File: src/rtl/fifo_wr_arbiter_pkg.sv
// ---------------------------------------------------------------------------
// fifo_arb_pkg
// Shared definitions for the shared-FIFO write arbiter:
//   - arb_state_t  : arbiter FSM state (IDLE / BURST)
//   - DEF_*        : default parameter values used by the interface and RTL
//   - owner_width  : width of a requester index (at least one bit)
// ---------------------------------------------------------------------------
package fifo_arb_pkg;

    typedef enum logic {
        IDLE  = 1'b0,
        BURST = 1'b1
    } arb_state_t;

    localparam int DEF_NUM_REQ    = 4;
    localparam int DEF_DATA_WIDTH = 8;
    localparam int DEF_MAX_BURST  = 4;

    function automatic int owner_width(input int n);
        return (n > 1) ? $clog2(n) : 1;
    endfunction

endpackage

File: src/rtl/fifo_wr_arbiter_if.sv
// ---------------------------------------------------------------------------
// fifo_wr_arbiter_if
// Bundles the requester side and the shared-FIFO write side of the arbiter.
//   req_valid [NUM_REQ]            per-requester word available
//   req_data  [NUM_REQ*DATA_WIDTH] packed requester data, slice i = requester i
//   req_ready [NUM_REQ]            per-requester accept (one-hot or zero)
//   full                           shared FIFO full flag
//   wr / w_data                    write strobe and data to the shared FIFO
//   owner                          index of the currently granted requester
//   busy                           high while a burst is in progress
// Modports:
//   master : the arbiter itself
//   slave  : the environment (requesters plus the FIFO controller)
// ---------------------------------------------------------------------------
interface fifo_wr_arbiter_if
    import fifo_arb_pkg::*;
#(
    parameter int NUM_REQ    = DEF_NUM_REQ,
    parameter int DATA_WIDTH = DEF_DATA_WIDTH
);
    localparam int OWNER_W = owner_width(NUM_REQ);

    logic [NUM_REQ-1:0]            req_valid;
    logic [NUM_REQ*DATA_WIDTH-1:0] req_data;
    logic [NUM_REQ-1:0]            req_ready;
    logic                          full;
    logic                          wr;
    logic [DATA_WIDTH-1:0]         w_data;
    logic [OWNER_W-1:0]            owner;
    logic                          busy;

    modport master (
        input  req_valid, req_data, full,
        output req_ready, wr, w_data, owner, busy
    );

    modport slave (
        output req_valid, req_data, full,
        input  req_ready, wr, w_data, owner, busy
    );

endinterface

File: src/rtl/fifo_wr_arbiter_rr_pick.sv
// ---------------------------------------------------------------------------
// rr_pick
// Combinational round-robin selector: searches i_req starting at i_start,
// wrapping modulo N, and returns the first set index.
//   i_req   [N]   request vector
//   i_start [IW]  index searched first (must be < N)
//   o_found       any request set
//   o_idx   [IW]  selected index (0 when nothing is found)
// ---------------------------------------------------------------------------
module rr_pick
    import fifo_arb_pkg::*;
#(
    parameter int N  = DEF_NUM_REQ,
    parameter int IW = owner_width(N)
) (
    input  logic [N-1:0]  i_req,
    input  logic [IW-1:0] i_start,
    output logic          o_found,
    output logic [IW-1:0] o_idx
);

    // One spare bit so start + offset cannot overflow before the wrap.
    logic [IW:0] w_cand;

    always_comb begin
        o_found = 1'b0;
        o_idx   = '0;
        w_cand  = '0;
        for (int k = 0; k < N; k++) begin
            w_cand = {1'b0, i_start} + (IW+1)'(k);
            if (w_cand >= (IW+1)'(N)) begin
                w_cand = w_cand - (IW+1)'(N);
            end
            if (!o_found && i_req[w_cand[IW-1:0]]) begin
                o_found = 1'b1;
                o_idx   = w_cand[IW-1:0];
            end
        end
    end

endmodule

File: src/rtl/fifo_wr_arbiter.sv
// ---------------------------------------------------------------------------
// fifo_wr_arbiter
// Grants one of NUM_REQ requesters at a time write access to a shared FIFO.
// A grant is chosen round-robin in IDLE and takes effect one cycle later;
// the owner then streams up to MAX_BURST words, stalling while the FIFO is
// full and releasing early if it runs out of data.
// Ports:
//   clk    system clock, rising edge
//   reset  asynchronous, active-low reset
//   bus    fifo_wr_arbiter_if.master (requester and FIFO handshake)
// ---------------------------------------------------------------------------
module fifo_wr_arbiter
    import fifo_arb_pkg::*;
#(
    parameter int NUM_REQ    = DEF_NUM_REQ,
    parameter int DATA_WIDTH = DEF_DATA_WIDTH,
    parameter int MAX_BURST  = DEF_MAX_BURST
) (
    input  logic               clk,
    input  logic               reset,
    fifo_wr_arbiter_if.master  bus
);

    localparam int OW = owner_width(NUM_REQ);
    localparam int CW = $clog2(MAX_BURST + 1);

    arb_state_t    r_state;
    arb_state_t    w_state_nxt;
    logic [OW-1:0] r_owner;
    logic [OW-1:0] w_owner_nxt;
    logic [OW-1:0] r_last_owner;
    logic [OW-1:0] w_last_owner_nxt;
    logic [CW-1:0] r_count;
    logic [CW-1:0] w_count_nxt;
    logic [CW-1:0] w_count_inc;

    logic [OW-1:0] w_start;
    logic          w_found;
    logic [OW-1:0] w_pick;
    logic          w_busy;
    logic          w_owner_vld;
    logic          w_wr;

    // Search begins just after the last owner so every requester gets a turn.
    assign w_start = (r_last_owner == OW'(NUM_REQ - 1)) ? '0 : r_last_owner + OW'(1);

    rr_pick #(
        .N  (NUM_REQ),
        .IW (OW)
    ) u_rr_pick (
        .i_req   (bus.req_valid),
        .i_start (w_start),
        .o_found (w_found),
        .o_idx   (w_pick)
    );

    assign w_busy      = (r_state == BURST);
    assign w_owner_vld = bus.req_valid[r_owner];
    // Gating with ~full here is what guarantees the shared FIFO never overflows.
    assign w_wr        = w_busy & w_owner_vld & ~bus.full;
    assign w_count_inc = r_count + CW'(1);

    assign bus.wr     = w_wr;
    assign bus.busy   = w_busy;
    assign bus.owner  = r_owner;
    assign bus.w_data = bus.req_data[r_owner*DATA_WIDTH +: DATA_WIDTH];

    always_comb begin
        bus.req_ready = '0;
        if (w_busy && !bus.full) begin
            bus.req_ready[r_owner] = 1'b1;
        end
    end

    always_comb begin
        w_state_nxt      = r_state;
        w_owner_nxt      = r_owner;
        w_last_owner_nxt = r_last_owner;
        w_count_nxt      = r_count;
        unique case (r_state)
            IDLE: begin
                if (w_found) begin
                    w_state_nxt = BURST;
                    w_owner_nxt = w_pick;
                    w_count_nxt = '0;
                end
            end
            BURST: begin
                if (!w_owner_vld) begin
                    // Owner ran dry: give the bus back without a transfer.
                    w_state_nxt      = IDLE;
                    w_last_owner_nxt = r_owner;
                end else if (!bus.full) begin
                    w_count_nxt = w_count_inc;
                    if (w_count_inc == CW'(MAX_BURST)) begin
                        w_state_nxt      = IDLE;
                        w_last_owner_nxt = r_owner;
                    end
                end
                // full with data pending: hold everything, no timeout.
            end
            default: begin
                w_state_nxt = IDLE;
            end
        endcase
    end

    always_ff @(posedge clk or negedge reset) begin
        if (!reset) begin
            r_state      <= IDLE;
            r_owner      <= '0;
            r_last_owner <= OW'(NUM_REQ - 1);
            r_count      <= '0;
        end else begin
            r_state      <= w_state_nxt;
            r_owner      <= w_owner_nxt;
            r_last_owner <= w_last_owner_nxt;
            r_count      <= w_count_nxt;
        end
    end

endmodule

File: src/flat_wrapper.sv
// flat-port wrapper written by rule: the top's interface ports become plain ports
module fifo_wr_arbiter_flat import fifo_arb_pkg::*;
#(
    parameter int NUM_REQ    = DEF_NUM_REQ,
    parameter int DATA_WIDTH = DEF_DATA_WIDTH,
    parameter int MAX_BURST  = DEF_MAX_BURST
)
  (clk, reset, bus_req_valid, bus_req_data, bus_full, bus_req_ready, bus_wr, bus_w_data, bus_owner, bus_busy);
  fifo_wr_arbiter_if #(.NUM_REQ(NUM_REQ), .DATA_WIDTH(DATA_WIDTH)) bus_i ();
  input  logic clk;
  input  logic reset;
  input wire logic [$bits(bus_i.req_valid)-1:0] bus_req_valid;
  input wire logic [$bits(bus_i.req_data)-1:0] bus_req_data;
  input wire logic [$bits(bus_i.full)-1:0] bus_full;
  output wire logic [$bits(bus_i.req_ready)-1:0] bus_req_ready;
  output wire logic [$bits(bus_i.wr)-1:0] bus_wr;
  output wire logic [$bits(bus_i.w_data)-1:0] bus_w_data;
  output wire logic [$bits(bus_i.owner)-1:0] bus_owner;
  output wire logic [$bits(bus_i.busy)-1:0] bus_busy;
  assign bus_i.req_valid = bus_req_valid;
  assign bus_i.req_data = bus_req_data;
  assign bus_i.full = bus_full;
  assign bus_req_ready = bus_i.req_ready;
  assign bus_wr = bus_i.wr;
  assign bus_w_data = bus_i.w_data;
  assign bus_owner = bus_i.owner;
  assign bus_busy = bus_i.busy;
  fifo_wr_arbiter #(.NUM_REQ(NUM_REQ), .DATA_WIDTH(DATA_WIDTH), .MAX_BURST(MAX_BURST)) u_core (.clk(clk), .reset(reset), .bus(bus_i));
endmodule
File: config.mk
export PLATFORM = sky130hd
export DESIGN_NAME = fifo_wr_arbiter_flat
export DESIGN_NICKNAME = d
export VERILOG_FILES = /design/src/rtl/fifo_wr_arbiter_pkg.sv /design/src/rtl/fifo_wr_arbiter_if.sv /design/src/rtl/fifo_wr_arbiter_rr_pick.sv /design/src/rtl/fifo_wr_arbiter.sv /design/src/flat_wrapper.sv
export SDC_FILE = /design/constraint.sdc
export NUM_CORES = 1
export LEC_CHECK = 0
export ABC_AREA = 1
export CAP_MARGIN = 20
export CORE_UTILIZATION = 38
export CTS_CLUSTER_DIAMETER = 100
export DETAILED_ROUTE_END_ITERATION = 7
export GPL_ROUTABILITY_DRIVEN = 0
export PLACE_DENSITY = 0.9
export SETUP_SLACK_MARGIN = 0.5
export SLEW_MARGIN = 20
export SYNTH_ARGS = -nofsm -noshare
export SYNTH_HDL_FRONTEND = slang
export SYNTH_HIERARCHICAL = 1
export SYNTH_SLANG_ARGS = --single-unit
File: constraint.sdc
create_clock -name clk -period 2.62 [get_ports clk]
set_clock_uncertainty 0.1 [all_clocks]
set_input_delay 0.655 -clock clk [delete_from_list [all_inputs] [get_ports clk]]
set_output_delay 0.655 -clock clk [all_outputs]
set_load 0.1 [all_outputs]
==> impl_metrics.py <==
metrics = {
    "floorplanning": {
        "dieHeight_um": 52.8,
        "io_pins": 55,
        "die_x_um": 52.8,
        "core_area_um2": 2450,
        "start_util": 0.399,
        "dieArea_um2": 2790,
        "num_rows": 18,
    },
    "logic_synthesis": {
        "yosys_warnings": 6,
        "yosys-top-cells-count": "47 x nand2_1, 32 x nand3_1, 12 x nand2_2",
        "synth_top_area_share": 0.180,
        "syn_nets": 200,
        "yosys.area.top_type": "nand2_1",
        "synth_cell_type_count": 25,
        "synth-edff-count": 0,
        "synthCells": 158,
        "synthTopCellsByArea": "nand2_1 18%, nand3_1 16%, dfrtp_1 15%",
        "ys_seq_elements": 8,
        "syn_area_per_cell_um2": 6.20,
        "synth_flop_cell": "dfrtp_1",
        "seq_area_frac_synth": 0.207,
        "async_flop_share": 1.00,
        "yosysMostFrequentCell": "nand2_1",
        "synth_area_um2": 980,
    },
    "timing": {
        "tightest_slew_ns": 0.398,
        "slew_violations": 0,
        "timing.final.crit_share": 0.926,
        "hold_viol": 0,
        "rsz0062_at_grt": "true",
        "fin_crit_ns": 2.43,
        "setup_viol": 0,
        "maxSlewHeadroom": 0.734,
        "fmax_mhz": 412,
    },
    "critical_path": {
        "critPathCaptureType": "output port",
        "crit_path_start_kind": "flop",
        "cp_cell_sequence": "nor2_4 -> buf_12 -> a22oi_2 -> nand3_4 -> buf_12",
        "critical_path_class": "reg2out",
        "r2r_cells": 14,
        "cp_slowest_stage_delay_ns": 0.51,
        "slowest_stage": "dfrtp_4",
        "cpMostUsedCell": "buf_12",
        "path_max_fanout": 8,
        "worstPathArrival_ns": 1.67,
        "crit_required_ns": 1.87,
    },
    "global_routing": {
        "grt_max_degree": 13,
        "track_usage": 0.399,
        "grt_pass1_wl_um": 7820,
        "grt_overflow": 0,
        "grt_pass1_vias": 1599,
        "antenna_found_initial": 1,
    },
    "clocking": {
        "clk_path_buf_depth": 2,
        "cts_tree": "built",
        "clk_latency_ns": 0.27,
        "root_buffer": "clkbuf_4",
        "numCtsBuffers": 3,
        "htreeDepth": 1,
        "clkTransAtPathRegs_ns": 0.07,
        "postCtsHoldBufs": 0,
        "cts.sinks": 8,
    },
    "final_layout": {
        "nets": 280,
        "final_cell_area_um2": 2210,
        "antennaDiodeCount": 0,
        "drive_above_1_share": 0.511,
        "area_delta_synth_final_pct": 126,
        "n_fill_cell": 98,
    },
    "place": {
        "placed_cell_area_um2": 1830,
        "port_buffers": 54,
        "place_hpwl_um": 2810,
    },
    "job": {
        "maxCapViolCount": 0,
    },
    "drt": {
        "drc": 0,
        "wl_per_cell_um": 23.5,
        "drt_first_pass_iters": 8,
        "ant_nets": 0,
        "post_drt_via_cell_ratio": 6.33,
        "drt-total-wl_um": 6270,
        "num_vias": 1691,
        "drt_iter0_drc": 135,
    },
    "hold_path": {
        "hold_class": "reg2reg",
        "worst_hold_path.num_cells": 2,
    },
    "status": {
        "status": "finished, final reports clean",
    },
}
==> metal layers <==
layer / track usage / up-vias / share of wire
li1: - / 680 / -
met1: 0.403 / 765 / 0.31
met2: 0.692 / 171 / 0.46
met3: 0.110 / 75 / 0.13
met4: 0.294 / 0 / 0.096
met5: 0 / - / 0
==> final timing paths <==
kind | start | slack [ns] | end
min reg2reg | u_core/r_last_owner[0] | 0.38 | u_core/r_last_owner[0]
max in group asynchronous | reset | 1.50 | u_core/r_last_owner[0]
max | u_core/bus.owner[1] | 0.19 | bus_w_data[5]
min | u_core/r_last_owner[0] | 0.38 | u_core/r_last_owner[0]
min in group asynchronous | reset | 0.58 | u_core/bus.owner[1]
max reg2reg | u_core/r_last_owner[0] | 0.36 | u_core/bus.owner[0]
==> critical path, delay by kind of cell (launching register included) <==
family	cells	cell delay, ns
buffers and inverters	2	0.34
AOI/OAI and AO/OA	1	0.33
DFF	1	0.51
and+or+nand+nor	2	0.22
==> repair_timing <==
item / CTS / global route
gates resized for setup: 60 / 13
setup buffers: 19 / 6
pin swaps: 30 / 18
endpoints found under the setup margin: 19 / 19
==> sequential cells by signal, summed over array words and instances (netlist names) <==
signal / flops
u_core/bus.owner: 2
u_core/bus.busy: 1
u_core/r_count: 3
u_core/r_last_owner: 2
==> area by class of cell <==
cell class	instances	area [um^2]	share of cell area
Sequential cell	8	214	0.0966
Timing Repair Buffer	80	858	0.388
Inverter	15	77.6	0.0350
Multi-Input combinational cell	130	1000	0.452
Clock buffer	4	26.3	0.0119
Tap cell	30	37.5	0.0169
==> cells by family after synthesis <==
family          after synthesis  synth area share
simple gates                114             0.577
fa+ha+maj                     3            0.0383
buf+inv                      20            0.0894
compound gates               12            0.0792
flops                         8             0.207
xor+xnor                      1           0.00894
==> through the flow <==
| step | std cells | utilization | hold WS [ns] | setup TNS [ns] | setup slack, ns |
|---|---|---|---|---|---|
| 3_3_place_gp | 238 | 0.744 | 0.354 | 0 | 0.0379 |
| 2_1_floorplan | 158 | - | 0.259 | 0 | 0.0745 |
| 4_1_cts | 261 | 0.863 | 0.377 | 0 | 0.357 |
| 3_5_place_dp | 238 | 0.744 | 0.368 | -0.0185 | -0.0185 |
| 6_report | 267 | 0.902 | 0.377 | 0 | 0.193 |
| 5_1_grt | 267 | 0.902 | 0.402 | 0 | 0.142 |
==> layout by cell type, fill, tap and decap left out, drive strengths merged, types with 3 or more instances in the layout <==
cell / netlist / layout
nand2: 62 / 62
buf: 3 / 43
nand3: 35 / 35
dlygate4sd2: 0 / 20
inv: 15 / 14
clkdlybuf4s50: 0 / 13
nor2: 10 / 10
a22oi: 7 / 7
dfrtp: 6 / 6
nor3: 4 / 4
clkbuf: 2 / 4
clkdlybuf4s15: 0 / 3
a21oi: 3 / 3
ha: 3 / 3
Power is left out: the tool's default activity adds up to more than one toggle a clock period on the data nets, which glitch-free logic cannot reach.
